--- src/rtl/serial_paralelo_rx_pkg.sv ---
// Shared line-code symbols and receiver state encoding for the serial-to-parallel receiver.
// The symbol values must match the byte-to-serial transmitter.
package serial_paralelo_rx_pkg;

  localparam logic [7:0] COM = 8'hBC;
  localparam logic [7:0] IDL = 8'h7C;

  typedef enum logic [1:0] {
    StSearch = 2'b00,
    StAlign  = 2'b01,
    StSync   = 2'b10
  } rx_state_e;

  // Payload bytes are everything the transmitter does not use for alignment or filler.
  function automatic logic is_payload(input logic [7:0] sym);
    return (sym != COM) && (sym != IDL);
  endfunction

endpackage

--- src/rtl/serial_paralelo_rx_if.sv ---
// Serial-in / byte-out bundle of the receiver; clock and reset stay outside.
// master: the serial source and consumer side, slave: the receiver.
interface serial_paralelo_rx_if;

  logic       data_in;
  logic [7:0] data_out;
  logic       valid_out;
  logic       active;

  modport master (
    output data_in,
    input  data_out,
    input  valid_out,
    input  active
  );

  modport slave (
    input  data_in,
    output data_out,
    output valid_out,
    output active
  );

endinterface

--- src/rtl/serial_paralelo_rx_shift.sv ---
// Serial history register: presents the 8-bit window that includes the bit sampled this edge.
// Only the seven older bits need storage; the newest bit comes straight from the line.
module serial_paralelo_rx_shift (
  input  logic       dclk,
  input  logic       reset,
  input  logic       i_bit,
  output logic [7:0] o_nsr
);

  logic [6:0] r_hist;

  assign o_nsr = {r_hist, i_bit};

  always_ff @(posedge dclk or posedge reset) begin
    if (reset) begin
      r_hist <= '0;
    end else begin
      r_hist <= o_nsr[6:0];
    end
  end

endmodule

--- src/rtl/serial_paralelo_rx.sv ---
// Serial-to-parallel receiver: locks byte alignment on repeated COM symbols, then strobes
// every non-COM, non-IDL byte out on its 8th bit edge. Only reset leaves SYNC.
module serial_paralelo_rx
  import serial_paralelo_rx_pkg::*;
#(
  parameter int unsigned COM_THRESH = 4  // valid range 1..15
) (
  input  logic                 dclk,
  input  logic                 reset,
  serial_paralelo_rx_if.slave  bus
);

  localparam logic [3:0] ComThr = 4'(COM_THRESH);

  rx_state_e  r_state,   w_state_nxt;
  logic [2:0] r_bit_cnt, w_bit_cnt_nxt;
  logic [3:0] r_com_cnt, w_com_cnt_nxt;
  logic [7:0] r_data,    w_data_nxt;
  logic       r_valid,   w_valid_nxt;
  logic       r_active,  w_active_nxt;

  logic [7:0] w_nsr;
  logic       w_is_com;
  logic       w_boundary;
  logic [3:0] w_com_inc;

  serial_paralelo_rx_shift u_shift (
    .dclk  (dclk),
    .reset (reset),
    .i_bit (bus.data_in),
    .o_nsr (w_nsr)
  );

  assign w_is_com   = (w_nsr == COM);
  assign w_boundary = (r_bit_cnt == 3'd7);
  assign w_com_inc  = r_com_cnt + 4'd1;

  always_comb begin
    w_state_nxt   = r_state;
    w_bit_cnt_nxt = r_bit_cnt;
    w_com_cnt_nxt = r_com_cnt;
    w_data_nxt    = r_data;
    w_valid_nxt   = 1'b0;
    w_active_nxt  = r_active;

    unique case (r_state)
      StSearch: begin
        // Bit-level sliding search; the COM just seen fixes the byte boundary.
        if (w_is_com) begin
          w_state_nxt   = StAlign;
          w_bit_cnt_nxt = 3'd0;
          w_com_cnt_nxt = 4'd1;
        end
      end

      StAlign: begin
        w_bit_cnt_nxt = r_bit_cnt + 3'd1;
        if (w_boundary) begin
          if (w_is_com) begin
            if (w_com_inc >= ComThr) begin
              w_com_cnt_nxt = ComThr;
              w_state_nxt   = StSync;
              w_active_nxt  = 1'b1;
            end else begin
              w_com_cnt_nxt = w_com_inc;
            end
          end else begin
            w_com_cnt_nxt = 4'd0;
            w_state_nxt   = StSearch;
          end
        end
      end

      StSync: begin
        w_bit_cnt_nxt = r_bit_cnt + 3'd1;
        if (w_boundary && is_payload(w_nsr)) begin
          w_data_nxt  = w_nsr;
          w_valid_nxt = 1'b1;
        end
      end

      default: begin
        w_state_nxt   = StSearch;
        w_bit_cnt_nxt = 3'd0;
        w_com_cnt_nxt = 4'd0;
        w_active_nxt  = 1'b0;
      end
    endcase
  end

  always_ff @(posedge dclk or posedge reset) begin
    if (reset) begin
      r_state   <= StSearch;
      r_bit_cnt <= 3'd0;
      r_com_cnt <= 4'd0;
      r_data    <= 8'h00;
      r_valid   <= 1'b0;
      r_active  <= 1'b0;
    end else begin
      r_state   <= w_state_nxt;
      r_bit_cnt <= w_bit_cnt_nxt;
      r_com_cnt <= w_com_cnt_nxt;
      r_data    <= w_data_nxt;
      r_valid   <= w_valid_nxt;
      r_active  <= w_active_nxt;
    end
  end

  assign bus.data_out  = r_data;
  assign bus.valid_out = r_valid;
  assign bus.active    = r_active;

endmodule

--- src/flat_wrapper.sv ---
// flat-port wrapper written by rule: the top's interface ports become plain ports
module serial_paralelo_rx_flat import serial_paralelo_rx_pkg::*;
#(
  parameter int unsigned COM_THRESH = 4                      
)
  (dclk, reset, bus_data_in, bus_data_out, bus_valid_out, bus_active);
  serial_paralelo_rx_if bus_i ();
  input  logic dclk;
  input  logic reset;
  input wire logic [$bits(bus_i.data_in)-1:0] bus_data_in;
  output wire logic [$bits(bus_i.data_out)-1:0] bus_data_out;
  output wire logic [$bits(bus_i.valid_out)-1:0] bus_valid_out;
  output wire logic [$bits(bus_i.active)-1:0] bus_active;
  assign bus_i.data_in = bus_data_in;
  assign bus_data_out = bus_i.data_out;
  assign bus_valid_out = bus_i.valid_out;
  assign bus_active = bus_i.active;
  serial_paralelo_rx #(.COM_THRESH(COM_THRESH)) u_core (.dclk(dclk), .reset(reset), .bus(bus_i));
endmodule
--- config.mk ---
export PLATFORM = sky130hd
export DESIGN_NAME = serial_paralelo_rx_flat
export DESIGN_NICKNAME = d
export VERILOG_FILES = /design/src/rtl/serial_paralelo_rx_pkg.sv /design/src/rtl/serial_paralelo_rx_if.sv /design/src/rtl/serial_paralelo_rx_shift.sv /design/src/rtl/serial_paralelo_rx.sv /design/src/flat_wrapper.sv
export SDC_FILE = /design/constraint.sdc
export NUM_CORES = 1
export LEC_CHECK = 0
export BUFFER_PORTS_ARGS = -buffer_cell sky130_fd_sc_hd__buf_2
export CORE_MARGIN = 8
export CORE_UTILIZATION = 55
export CTS_BUF_LIST = sky130_fd_sc_hd__clkbuf_4 sky130_fd_sc_hd__clkbuf_8 sky130_fd_sc_hd__clkbuf_16
export DETAILED_ROUTE_END_ITERATION = 10
export HOLD_SLACK_MARGIN = 0.08
export PLACE_DENSITY = 0.8
export REMOVE_ABC_BUFFERS = 1
export SYNTH_ARGS = -nofsm -noshare
export SYNTH_HDL_FRONTEND = slang
export SYNTH_HIERARCHICAL = 1
export SYNTH_SLANG_ARGS = --single-unit
--- constraint.sdc ---
create_clock -name dclk -period 4.7 [get_ports dclk]
set_input_delay 0.94 -clock dclk [delete_from_list [all_inputs] [get_ports dclk]]
set_output_delay 0.94 -clock dclk [all_outputs]
set_load 0.02 [all_outputs]
## Word level (Yosys, flattened, before mapping)

Index checks and enable logic that the tools add are counted.

- Order comparisons: 1
- Reduce and logical (&&, ||, !) cells: 9
- $add $sub $neg: 2
- Mux-type cells: 18
- Equality and inequality tests: 11
- Bitwise gates (word level): 2

Operators by type and width:

| kind | number |
|---|---|
| $mux W4 | 4 |
| $pmux W4 S3 | 1 |
| $eq A8 B8 Y1 const B | 1 |
| $mux W2 | 4 |
| $ne A2 B1 Y1 const B | 4 |
| $ne A8 B7 Y1 const B | 1 |
| $ne A8 B8 Y1 const B | 1 |
| $reduce_and A4 Y1 | 2 |
| $pmux W2 S3 | 1 |
| $pmux W3 S2 | 1 |
| $mux W1 | 5 |
| $add A4 B1 Y4 const B | 1 |
| $ge A4 B3 Y1 const B | 1 |
| $reduce_or A2 Y1 | 2 |
| $add A3 B1 Y3 const B | 1 |
| $eq A3 B3 Y1 const B | 1 |
| $mux W3 | 1 |
| $ne A3 B3 Y1 const B | 1 |
| $reduce_and A3 Y1 | 1 |
| $eq A2 B1 Y1 const B | 1 |
| $eq A2 B2 Y1 const B | 1 |
| $logic_and A1 B1 Y1 | 2 |
| $logic_not A2 Y1 | 1 |
| $not A1 Y1 | 2 |
| 2 further kinds | 2 |

- Logic and storage cells: 50
- Bits in registers: 26
- Input port bits: 3

## Depth between registers and ports, before layout

- Word-level depth: 6
- Depth in mapped cells: 6
- Mapped depth without buffers: 6

## Hierarchy

The synthesis kept the hierarchy.

Modules (own cells, without submodules):

| module | seq. area each (um^2) | times used | area each (um^2) | cells an instance |
|---|---|---|---|---|
| serial_paralelo_rx | 475.5 | 1 | 955.9 | 83 |
| serial_paralelo_rx_shift | 175.2 | 1 | 186.4 | 9 |

## Worst setup path after synthesis

Ideal clock, no wire load.

- Kind: input to register
- Start: input port bus_data_in
- End: register u_core.r_state[0]
- Data arrival time: 2.251 ns
- Cell stages on the path: 5
- Path slack: 2.322 ns
- Required time: 4.572 ns
- Path through: buf_4 > o41ai_4 > nor3b_4 > o21ai_1 > mux2_1

- Longest elaborated chain between the ends: 4
- Elaborated cells between the ends (all ways): 7

RTL lines:

| what | RTL line | text |
|---|---|---|
| from (decl) | flat_wrapper.sv:10 | `input wire logic [$bits(bus_i.data_in)-1:0] bus_data_in;` |
| $eq A8 B8 Y1 * | serial_paralelo_rx.sv:34 | `assign w_is_com = (w_nsr == COM);` |
| $mux W2 | serial_paralelo_rx.sv:59 | `if (w_is_com) begin` |
| $mux W2 | serial_paralelo_rx.sv:58 | `if (w_boundary) begin` |
| $pmux W2 S3 | serial_paralelo_rx.sv:46 | `unique case (r_state)` |
| to (signal assigned) | serial_paralelo_rx.sv:93 | `r_state <= StSearch;` |
| to (signal assigned) | serial_paralelo_rx.sv:100 | `r_state <= w_state_nxt;` |
| to (decl) | serial_paralelo_rx.sv:15 | `rx_state_e r_state, w_state_nxt;` |

Every way passes the cells marked *; elsewhere a longest branch is shown, timed or not. The select of a mux whose other input is x is not followed.
A chain may end at the register's enable or synchronous reset.

## Worst setup path in the final report

Same ends and word-level chain as after synthesis.

==> results by group <==
Floorplan
  – Die ar.: 0.00379 mm²
  – Placement Rows: 16
  – Die Wd: 61.6 µm
  – Io pins: 13
  – Initial Util: about three fifths
  – Die Height: 61.6 µm
  – CORE AREA: just under 0.002 mm²

GRT
  – Largest net degree at the start of global routing: 20
  – Gr usage total: 11.9%
  – Antenna violations before repair: 0
  – First-pass GRT wire length: approximately 3400 µm
  – Vias in the first global route: 781
  – Congestion Overflow GR: 0

Run status
  – Status: completed

Cells and area
  – Most frequent cells in the layout: 26 x dfrtp_1, 12 x buf_2, 8 x inv_1
  – Non-Filler Instances: 134
  – Area grow syn2layout: 12.2%
  – Reg area: 651 µm²
  – Multi-input combinational cell area: ~450 µm²
  – Ratio of cells with drive above 1 in the final layout: between 20% and 30%
  – Final Util: 65.3%
  – Post-route cell area: ~0.0013 mm²
  – Commonest non-fill, non-tap cell in the layout: dfrtp_1
  – Filler Cell Count: 164
  – Final #Nets: 117
  – # diodes: 0

Timing
  – Worst-margin pin slew: 0.746 ns
  – F_max: between 0.4 and 0.5 GHz
  – Post-layout min period: 2.16 ns
  – Setup ws final: 2.54 ns
  – Worst hold slack: 0.430 ns
  – Rel. slew slack: between 50% and 60%
  – Crit share post-route: a little under half
  – Fin Setup TNS: 0 ns
  – Hold Fails Final Rpt: 0
  – Slew Limit Fails: 0
  – Worst Skew: around 0.0044 ns
  – Setup-failing EPs final: 0
  – RSZ-0062 raised after global routing: false

Worst setup path
  – Startpoint type of the worst setup path: primary input
  – Worst path arrival time: 2.37 ns
  – Critical Path Fanout Max: 8
  – Buf/Inv on CP: 1
  – Crit Path Class: in -> reg
  – Slowest stage delay, CP: 0.47 ns
  – CP top delay family: compound AO/OA/AOI/OAI gates
  – CP Cell Sequence: buf_2 > o41ai_4 > nor3b_4 > o21ai_1 > mux2_1
  – Crit path max-delay cell type: o41ai_4
  – Worst Setup End Kind: register
  – CP required: 4.91 ns

Yosys
  – Gate Count Post-Synth: just over 90
  – Synth area leaders: dfrtp_1 57%, mux2_2 6.9%, ha_1 6.6%
  – Sequential area share after synthesis: 57.0%
  – Synth Warn #: 6
  – Post-Syn Area: 0.00114 mm²
  – Yosys cell types: 29
  – Syn_area_per_cell: 12.4 µm²
  – Yosys top cell area share: 57.0%
  – Yosys reg bits: 26
  – Area leader, netlist: dfrtp_1

Routing
  – Via count: 722
  – DR pass1 iterations: 4
  – DRC: 0
  – WL/cell: 14.5 µm
  – Final ANT Viol Nets: 0
  – Total Wirelength: slightly below 2000 µm
  – Routed vias/inst: 5.39
  – 1st-iter DRT viols: 7

Clock network
  – Root buf cell: clkbuf_4
  – Hold-fix buffers at CTS: 0
  – CTS max path bufs: 2
  – CTS H-tree depth: 1
  – CTS sink count: 26
  – Postcts setup bufs: 0
  – CTS tree: done
  – CTS buffer count: 3
  – Cts repair resizes: 0
  – CTS clock-pin slew for the worst setup and hold paths: 0.14 ns
  – Worst-Skew Late Latency: 0.31 ns

Place
  – Placed standard-cell area: 0.00123 mm²
  – PortBufs: 12
  – Dpl ws: between 2 and 2.5 ns
  – Placed instance count: 130
  – Final HPWL DP: ~1500 µm
  – GPL Wtd Cong: 0.820

Power
  – IR drop worst, VDD: about 0.00033 V
  – Clk network pwr share: 28.1%
  – PwrDens: 414 mW/mm²
  – Switching share of total power: 27.4%
  – Sw Pwr: 146 µW
  – Lkg Pwr: between 0.6 and 0.7 nW
  – Int Pwr: 385 µW
  – Combinational power share: 22.0%
  – Final Power: 531 µW
  – Sequential share of power: 49.9%

Job
  – Maxcap violations: 0

Hold path
  – Hold crit path type: reg -> reg
-- synthesized netlist by cell type --
cell	count
nor3_1	3
mux2_2	7
and2_1	1
nor2_1	1
nor3b_4	1
or3_1	1
a22oi_1	1
nor2b_1	3
o41ai_4	1
a31oi_1	1
o21ai_1	1
o22a_1	2
or2_2	1
o22ai_1	2
nand2_1	7
mux2_1	1
nand4_2	1
o32a_1	1
inv_1	8
o32ai_1	1
nand3_1	5
buf_4	1
o21ai_0	3
dfrtp_1	26
nand2b_1	1
ha_1	6
xor2_1	1
mux2i_1	1
a21oi_1	3
-- power groups by stage --
stage                     logic, mW  registers, mW  clock network (mW)
after global placement        0.112          0.267                   0
after detailed placement      0.118          0.269                   0
after CTS                     0.119          0.265               0.152
after global routing          0.136          0.268               0.161
after floorplan              0.0949          0.264                   0
final                         0.117          0.265               0.149
-- worst paths after layout --
check | slack [ns] | start | depth (start not counted) | end
hold / removal | 0.43 | u_core/u_shift/r_hist[1] | 0 | u_core/u_shift/r_hist[2]
max in group asynchronous | 3.51 | reset | 2 | u_core/r_com_cnt[0]
min in group asynchronous | 0.53 | reset | 2 | u_core/u_shift/r_hist[4]
setup / recovery | 2.54 | bus_data_in | 5 | u_core/r_state[0]
setup reg to reg | 2.68 | u_core/r_state[0] | 5 | u_core/bus.data_out[4]
hold reg to reg | 0.43 | u_core/u_shift/r_hist[1] | 0 | u_core/u_shift/r_hist[2]
-- metal layers --
metal  up-vias  track usage (%)  routed length, µm
met5         -                0                  0
met4         0             4.87                 31
met3         4             1.88                 70
met2         9             21.6               1040
met1       353             13.3                811
li1        356                -                  -
-- cell type report --
| type | count | area share, % |
|---|---|---|
| inverter | 8 | 2.34 |
| sequential | 26 | 50.8 |
| clock buffer | 3 | 1.76 |
| timing repair buffer | 12 | 4.69 |
| tap | 27 | 2.64 |
| clock inverter | 1 | 2.34 |
| multi-input combinational | 57 | 35.4 |
-- registers in the layout (all words and copies together), names as in the netlist --
register and count:
u_core/r_bit_cnt 3, u_core/bus.active 1, u_core/bus.data_out 8, u_core/r_com_cnt 4
u_core/bus.valid_out 1, u_core/r_state 2, u_core/u_shift/r_hist 7
-- kinds of logic (layout without fill, tap and decap cells) --
family          count (synthesis)  in the layout  share of synthesized area [%]
simple gates                   25             25                           12.7
flops                          26             26                           57.0
compound gates                 16             16                           11.0
mux                             9              9                           8.76
xor+xnor                        1              1                          0.767
buf+inv                         9             24                           3.29
fa+ha+maj                       6              6                           6.57
Power figures use the tool's default switching activity.
